--- src/rtl/mod_accum_bank.sv ---
// rtl/mod_accum_bank.sv - bank of modular add/subtract/load accumulators
// Two register stages: S1 captures the request, S2 reads the bank, computes and writes back.
module mod_accum_bank #(
  parameter int BITWIDTH = 16,
  parameter int NUM_CH   = 4,
  parameter int CH_W     = $clog2(NUM_CH)
) (
  input  logic                iClk,
  input  logic                iRst,
  input  logic                iValid,
  input  logic [CH_W-1:0]     iCh,
  input  logic                iSub,
  input  logic                iClr,
  input  logic [BITWIDTH-1:0] iData,
  input  logic [BITWIDTH-1:0] iQ,
  input  logic [CH_W-1:0]     iRdCh,
  output logic                oValid,
  output logic [CH_W-1:0]     oCh,
  output logic [BITWIDTH-1:0] oData,
  output logic [BITWIDTH-1:0] oRdData
);

  logic                s1_valid_q, s1_valid_d;
  logic [CH_W-1:0]     s1_ch_q, s1_ch_d;
  logic                s1_sub_q, s1_sub_d;
  logic                s1_clr_q, s1_clr_d;
  logic [BITWIDTH-1:0] s1_data_q, s1_data_d;
  logic [BITWIDTH-1:0] s1_mod_q, s1_mod_d;

  logic                s2_valid_q, s2_valid_d;
  logic [CH_W-1:0]     s2_ch_q, s2_ch_d;
  logic                s2_sub_q, s2_sub_d;
  logic                s2_clr_q, s2_clr_d;
  logic [BITWIDTH-1:0] s2_data_q, s2_data_d;
  logic [BITWIDTH-1:0] s2_mod_q, s2_mod_d;
  logic [BITWIDTH-1:0] s2_acc_q, s2_acc_d;

  logic                out_valid_q, out_valid_d;
  logic [CH_W-1:0]     out_ch_q, out_ch_d;
  logic [BITWIDTH-1:0] out_data_q, out_data_d;

  logic [BITWIDTH-1:0] acc_q [NUM_CH];
  logic [BITWIDTH-1:0] acc_d [NUM_CH];

  logic [BITWIDTH-1:0] acc_op;
  logic [BITWIDTH:0]   sum_ext;
  logic [BITWIDTH:0]   sum_red;
  logic [BITWIDTH-1:0] add_res;
  logic [BITWIDTH-1:0] sub_res;
  logic [BITWIDTH-1:0] result;

  always_comb begin
    s1_valid_d = iValid;
    s1_ch_d    = iCh;
    s1_sub_d   = iSub;
    s1_clr_d   = iClr;
    s1_data_d  = iData;
    s1_mod_d   = iQ;
  end

  // The bank is sampled one cycle before compute; the forwarding mux below covers that gap.
  always_comb begin
    s2_valid_d = s1_valid_q;
    s2_ch_d    = s1_ch_q;
    s2_sub_d   = s1_sub_q;
    s2_clr_d   = s1_clr_q;
    s2_data_d  = s1_data_q;
    s2_mod_d   = s1_mod_q;
    s2_acc_d   = '0;
    for (int i = 0; i < NUM_CH; i++) begin
      if (CH_W'(i) == s1_ch_q) s2_acc_d = acc_q[i];
    end
  end

  always_comb begin
    oRdData = '0;
    for (int i = 0; i < NUM_CH; i++) begin
      if (CH_W'(i) == iRdCh) oRdData = acc_q[i];
    end
  end

  always_comb begin
    acc_op = s2_acc_q;
    if (out_valid_q && (out_ch_q == s2_ch_q)) acc_op = out_data_q;

    sum_ext = {1'b0, acc_op} + {1'b0, s2_data_q};
    sum_red = sum_ext - {1'b0, s2_mod_q};
    add_res = (sum_ext >= {1'b0, s2_mod_q}) ? sum_red[BITWIDTH-1:0] : sum_ext[BITWIDTH-1:0];

    // Wraps modulo 2^BITWIDTH, so adding the modulus back lands in range.
    sub_res = acc_op - s2_data_q;
    if (acc_op < s2_data_q) sub_res = acc_op - s2_data_q + s2_mod_q;

    if (s2_clr_q)      result = s2_data_q;
    else if (s2_sub_q) result = sub_res;
    else               result = add_res;
  end

  always_comb begin
    out_valid_d = s2_valid_q;
    out_ch_d    = out_ch_q;
    out_data_d  = out_data_q;
    for (int i = 0; i < NUM_CH; i++) acc_d[i] = acc_q[i];
    if (s2_valid_q) begin
      out_ch_d   = s2_ch_q;
      out_data_d = result;
      for (int i = 0; i < NUM_CH; i++) begin
        if (CH_W'(i) == s2_ch_q) acc_d[i] = result;
      end
    end
  end

  always_ff @(posedge iClk or posedge iRst) begin
    if (iRst) begin
      s1_valid_q  <= 1'b0;
      s1_ch_q     <= '0;
      s1_sub_q    <= 1'b0;
      s1_clr_q    <= 1'b0;
      s1_data_q   <= '0;
      s1_mod_q    <= '0;
      s2_valid_q  <= 1'b0;
      s2_ch_q     <= '0;
      s2_sub_q    <= 1'b0;
      s2_clr_q    <= 1'b0;
      s2_data_q   <= '0;
      s2_mod_q    <= '0;
      s2_acc_q    <= '0;
      out_valid_q <= 1'b0;
      out_ch_q    <= '0;
      out_data_q  <= '0;
      for (int i = 0; i < NUM_CH; i++) acc_q[i] <= '0;
    end else begin
      s1_valid_q  <= s1_valid_d;
      s1_ch_q     <= s1_ch_d;
      s1_sub_q    <= s1_sub_d;
      s1_clr_q    <= s1_clr_d;
      s1_data_q   <= s1_data_d;
      s1_mod_q    <= s1_mod_d;
      s2_valid_q  <= s2_valid_d;
      s2_ch_q     <= s2_ch_d;
      s2_sub_q    <= s2_sub_d;
      s2_clr_q    <= s2_clr_d;
      s2_data_q   <= s2_data_d;
      s2_mod_q    <= s2_mod_d;
      s2_acc_q    <= s2_acc_d;
      out_valid_q <= out_valid_d;
      out_ch_q    <= out_ch_d;
      out_data_q  <= out_data_d;
      for (int i = 0; i < NUM_CH; i++) acc_q[i] <= acc_d[i];
    end
  end

  assign oValid = out_valid_q;
  assign oCh    = out_ch_q;
  assign oData  = out_data_q;

endmodule

--- config.mk ---
export PLATFORM = sky130hd
export DESIGN_NAME = mod_accum_bank
export DESIGN_NICKNAME = d
export VERILOG_FILES = /design/src/rtl/mod_accum_bank.sv
export SDC_FILE = /design/constraint.sdc
export NUM_CORES = 1
export LEC_CHECK = 0
export CORE_AREA = 2 2 167 169
export DETAILED_ROUTE_END_ITERATION = 10
export DIE_AREA = 0 0 169 171
export SLEW_MARGIN = 25
export SYNTH_ARGS = -nofsm -noshare
export SYNTH_HDL_FRONTEND = slang
export SYNTH_SLANG_ARGS = --single-unit
--- constraint.sdc ---
create_clock -name iClk -period 9.4 [get_ports iClk]
set_input_delay 2.35 -clock iClk [delete_from_list [all_inputs] [get_ports iClk]]
set_output_delay 2.35 -clock iClk [all_outputs]
set_load 0.02 [all_outputs]
Word-level counts from Yosys, hierarchy flattened
Cells that the tools add are included.
{"block": "classes", "addsub": 4, "n_lt_le_gt_ge": 2, "n_eq_ne": 10, "mux": 13, "n_reduce_logical": 8}
{"op": "$mux 16", "count": 13}
{"op": "$sub 16x16->16", "count": 2}
{"op": "$add 16x16->17", "count": 1}
{"op": "$ge 17x16->1", "count": 1}
{"op": "$add 16x16->16", "count": 1}
{"op": "$lt 16x16->1", "count": 1}
{"op": "$eq 2x2->1 const A", "count": 6}
{"op": "$reduce_and 2->1", "count": 4}
{"op": "$eq 1x2->1 const A", "count": 3}
{"op": "$logic_not 2->1", "count": 3}
{"op": "$eq 2x2->1", "count": 1}
{"op": "$logic_and 1x1->1", "count": 1}
{"block": "word_totals", "reg_bits": 173, "output_inout_bits": 35}

Logic depth before layout (Yosys ltp)
{"block": "depth", "depth_word": 8, "mapped_depth": 23, "depth_no_buf": 20}

Worst setup path before layout
No wires, ideal clock.
{"block": "synth_timing", "path_kind": "input to output", "start": "input port iRdCh[1]", "end": "output port oRdData[6]", "arrival_ps": 3779, "path_slack_ps": 3271, "stages": 3, "cell_sequence": "clkbuf_1 clkbuf_1 mux4_2"}
{"block": "synth_between", "elab_chain_len": 5, "word_cells_on_any_way": 8, "classes_between": "eq/ne (3); mux (4); reduce/logical (1)"}
{"item": "from (decl)", "line_no": "16", "text": "input logic [CH_W-1:0] iRdCh,"}
{"item": "$logic_not 2->1", "line_no": "78", "text": "if (CH_W'(i) == iRdCh) oRdData = acc_q[i];"}
{"item": "$mux 16 (3 in series)", "line_no": "78"}
{"item": "$mux 16 *", "line_no": "78"}
{"item": "to (decl)", "line_no": "20", "text": "output logic [BITWIDTH-1:0] oRdData"}
Every way passes the cells marked *; elsewhere a longest branch is shown, timed or not.

Final worst setup path
{"block": "layout_timing", "start": "input port iRdCh[0]", "end": "output port oRdData[12]"}
The elaborated chain is that of the path after synthesis.

==> results.cfg <==
[worst_setup_path]
crit_slowest_cell = clkdlybuf4s50_1
crit_type = in -> out
crit_fanout = 16
crit_arrival_ns = 4.64
crit_family = buffers and inverters
cpPeakStageDelay_ns = 1.13
setup.worst_path.start_class = primary input
cp_num_buf_inv = 2
cpMostUsedCell = clkdlybuf4s50_1
required_ns = 7.05
worstPathCellList = clkdlybuf4s50_1 -> mux4_2 -> clkdlybuf4s50_1
end_kind = output pin

[cells_and_area]
num-fill-cells = 2615
area_growth_pct = 15.1
drive_gt1_share_pct = 12.3
antenna_cells = 0
fin_nets = 1194
postLayoutCellArea_um2 = 12300
finalNonFillerCells = 1444

[global_route]
grt_pass1_vias = 8133
grt_usage_pct = 20.3
grt_antenna_before_repair = 0
overflow = 0
grt_first_pass_wirelength_mm = 45.0
grt_max_degree = 98

[power_and_ir_drop]
p_per_area_nw_per_um2 = 413
ir_drop_mv = 0.152
total_leakage_power_nw = 5.11

[sta]
hold_viol = 0
relSlewSlack_pct = 23.9
holdWs_ns = 0.349
setup_ws_ns = 2.41
post-route-period-util_pct = 74.4
tightest_slew_ns = 1.14
drv_slew = 0
final.setup_skew_ns = 0.0205
layout_min_cycle_time_ns = 6.99
fmax_ghz = 0.143
finalSetupTns_ns = 0
setup_viol = 0
rsz0062_at_grt = no

[clocking]
clk_pin_slew_ns = 0.07
htree_levels = 4
clk_latency_ns = 0.45
post_cts_buffers = 0
cts_buffers = 17
cts.repair.resized = 0
clk_path_buf_depth = 2
clockRootBuffer = clkbuf_16
cts_tree = yes
clock-sinks = 173
ctsHoldBuffers = 0

[floorplanning]
std_cell_rows = 61
die_h_um = 171
die_x_um = 169
die-area_um2 = 28900
core_um2 = 27300
ios = 76
initial_core_util_pct = 39.0

[synthesis]
synth-edff-count = 0
ys_ff_latch = 173
syn_nets = 1149
syn_inst = 1040
synth.distinct_cells = 93
syn_area_per_cell_um2 = 10.3
synthFlopType = dfrtp_1
yosysWarnings = 0
async_flop_share_pct = 100
synthesis.area_um2 = 10700
ys_seq_area_share_pct = 40.6

[place]
gp_congestion = 0.924
dp_hpwl_mm = 20.9
numPortBuffers = 75
pre_cts_ws_ns = 2.29
placed_area_um2 = 11700
dp_cells = 1412

[drt]
vias = 8231
drt_iter0_drc = 676
vias_per_cell = 5.70
dr.pass1.iters = 6
detail_route.wl_per_cell_um = 19.7
ant_nets = 0
drc = 0
wl_mm = 28.4

[hold_path]
worstHoldPathType = reg -> reg

[outcome]
outcome = finished, final reports clean

[run]
drv_cap = 0
[stage by stage]
step | util [%] | total power [W]
2_1_floorplan | - | 0.00349
3_3_place_gp | 42.7 | 0.00427
3_5_place_dp | 42.7 | 0.00432
4_1_cts | 44.9 | 0.00507
5_1_grt | 44.9 | 0.00544
6_report | 44.9 | 0.00507
[cells by family after synthesis]
kind of cell,count (synthesis),synth area share [%]
fa+ha+maj,68,8.26
flops,173,40.6
compound gates,304,20.9
xor+xnor,41,3.37
simple gates,279,13.3
mux,54,8.98
buf+inv,121,4.68
[placed cells by master (no fill, tap or decap), drive strengths merged, types with 14 or more instances in the layout]
cell,synthesis,final
ha,64,64
nand3,17,17
o211ai,20,20
and3,20,20
nand2,64,64
mux4,32,32
nor2,85,85
xor2,15,15
clkbuf,35,17
inv,66,73
xnor2,26,26
o21ai,60,60
a21oi,52,52
clkdlybuf4s50,0,74
mux2,14,14
nor3,25,25
dfrtp,173,173
a31oi,55,55
[where the power goes]
| group | switching, W | internal (W) | total (W) |
|---|---|---|---|
| combinational | 0.00191 | 0.00133 | 0.00324 |
| sequential | 0.000153 | 0.000946 | 0.00110 |
| clock | 0.000371 | 0.000363 | 0.000733 |
| total | 0.00244 | 0.00264 | 0.00507 |
[path summary, 6_finish.rpt]
path / cells after the start / to / startpoint / slack, ns
max: 3 / oRdData[12] / iRdCh[0] / 2.41
min reg2reg: 0 / s2_clr_q / s1_clr_q / 0.35
max in group asynchronous: 3 / s1_ch_q[0] / iRst / 5.72
min in group asynchronous: 2 / acc_q[0] / iRst / 2.43
max reg2reg: 17 / oData[10] / s2_ch_q[1] / 2.82
min: 0 / s2_clr_q / s1_clr_q / 0.35
[synth_stat cells, drive strengths merged (4+ instances only)]
cell type / instances / area [um2]
buf: 20 / 120
mux4: 32 / 721
nor3: 25 / 135
ha: 64 / 801
fa: 4 / 80.1
clkbuf: 35 / 131
dfrtp: 173 / 4330
nor2: 85 / 319
a41oi: 6 / 52.6
a31oi: 55 / 365
mux2i: 8 / 80.1
o21ai: 60 / 304
nand2: 64 / 240
xnor2: 26 / 228
and3: 20 / 126
a211o: 4 / 35.0
o31ai: 12 / 95.1
o21bai: 4 / 30.0
or3: 8 / 50.1
xor2: 15 / 131
nand2b: 12 / 82.6
o211ai: 20 / 165
a2111oi: 5 / 63.8
o21a: 10 / 75.1
nand3: 17 / 85.1
nor4: 5 / 46.3
a211oi: 12 / 100
o22ai: 4 / 31.3
a21oi: 52 / 264
nand3b: 5 / 37.5
nor2b: 9 / 56.3
and2: 5 / 31.3
mux2: 14 / 158
a21o: 10 / 75.1
o311ai: 12 / 190
inv: 66 / 248
or2: 5 / 31.3
[state kept, by name, summed over array words and instances, names as in the netlist, 2 cells and up]
signal and count:
s1_mod_q 16, oCh 2, s2_mod_q 16, s1_ch_q 2
acc_q 64, s2_data_q 16, oData 16, s2_acc_q 16
s2_ch_q 2, s1_data_q 16
[routing by layer]
metal | wire length (um) | share of wire (%) | track usage [%] | vias up
met4 | 565 | 2.0 | 6.28 | 0
li1 | - | - | - | 3945
met1 | 12900 | 45 | 27.3 | 4022
met5 | 0 | 0 | 0 | -
met2 | 13700 | 48 | 33.8 | 221
met3 | 1200 | 4.2 | 3.26 | 43
[final cells by class]
cell class	instances	area, um2	share of cell area [%]
repair buffers	81	795	6.47
inverters	66	253	2.06
flip-flops and latches	173	4330	35.3
clock buffers	17	425	3.46
well taps	346	433	3.53
multi-input cells	746	5860	47.7
clock inverters	15	185	1.51
Power figures use the tool's default switching activity.
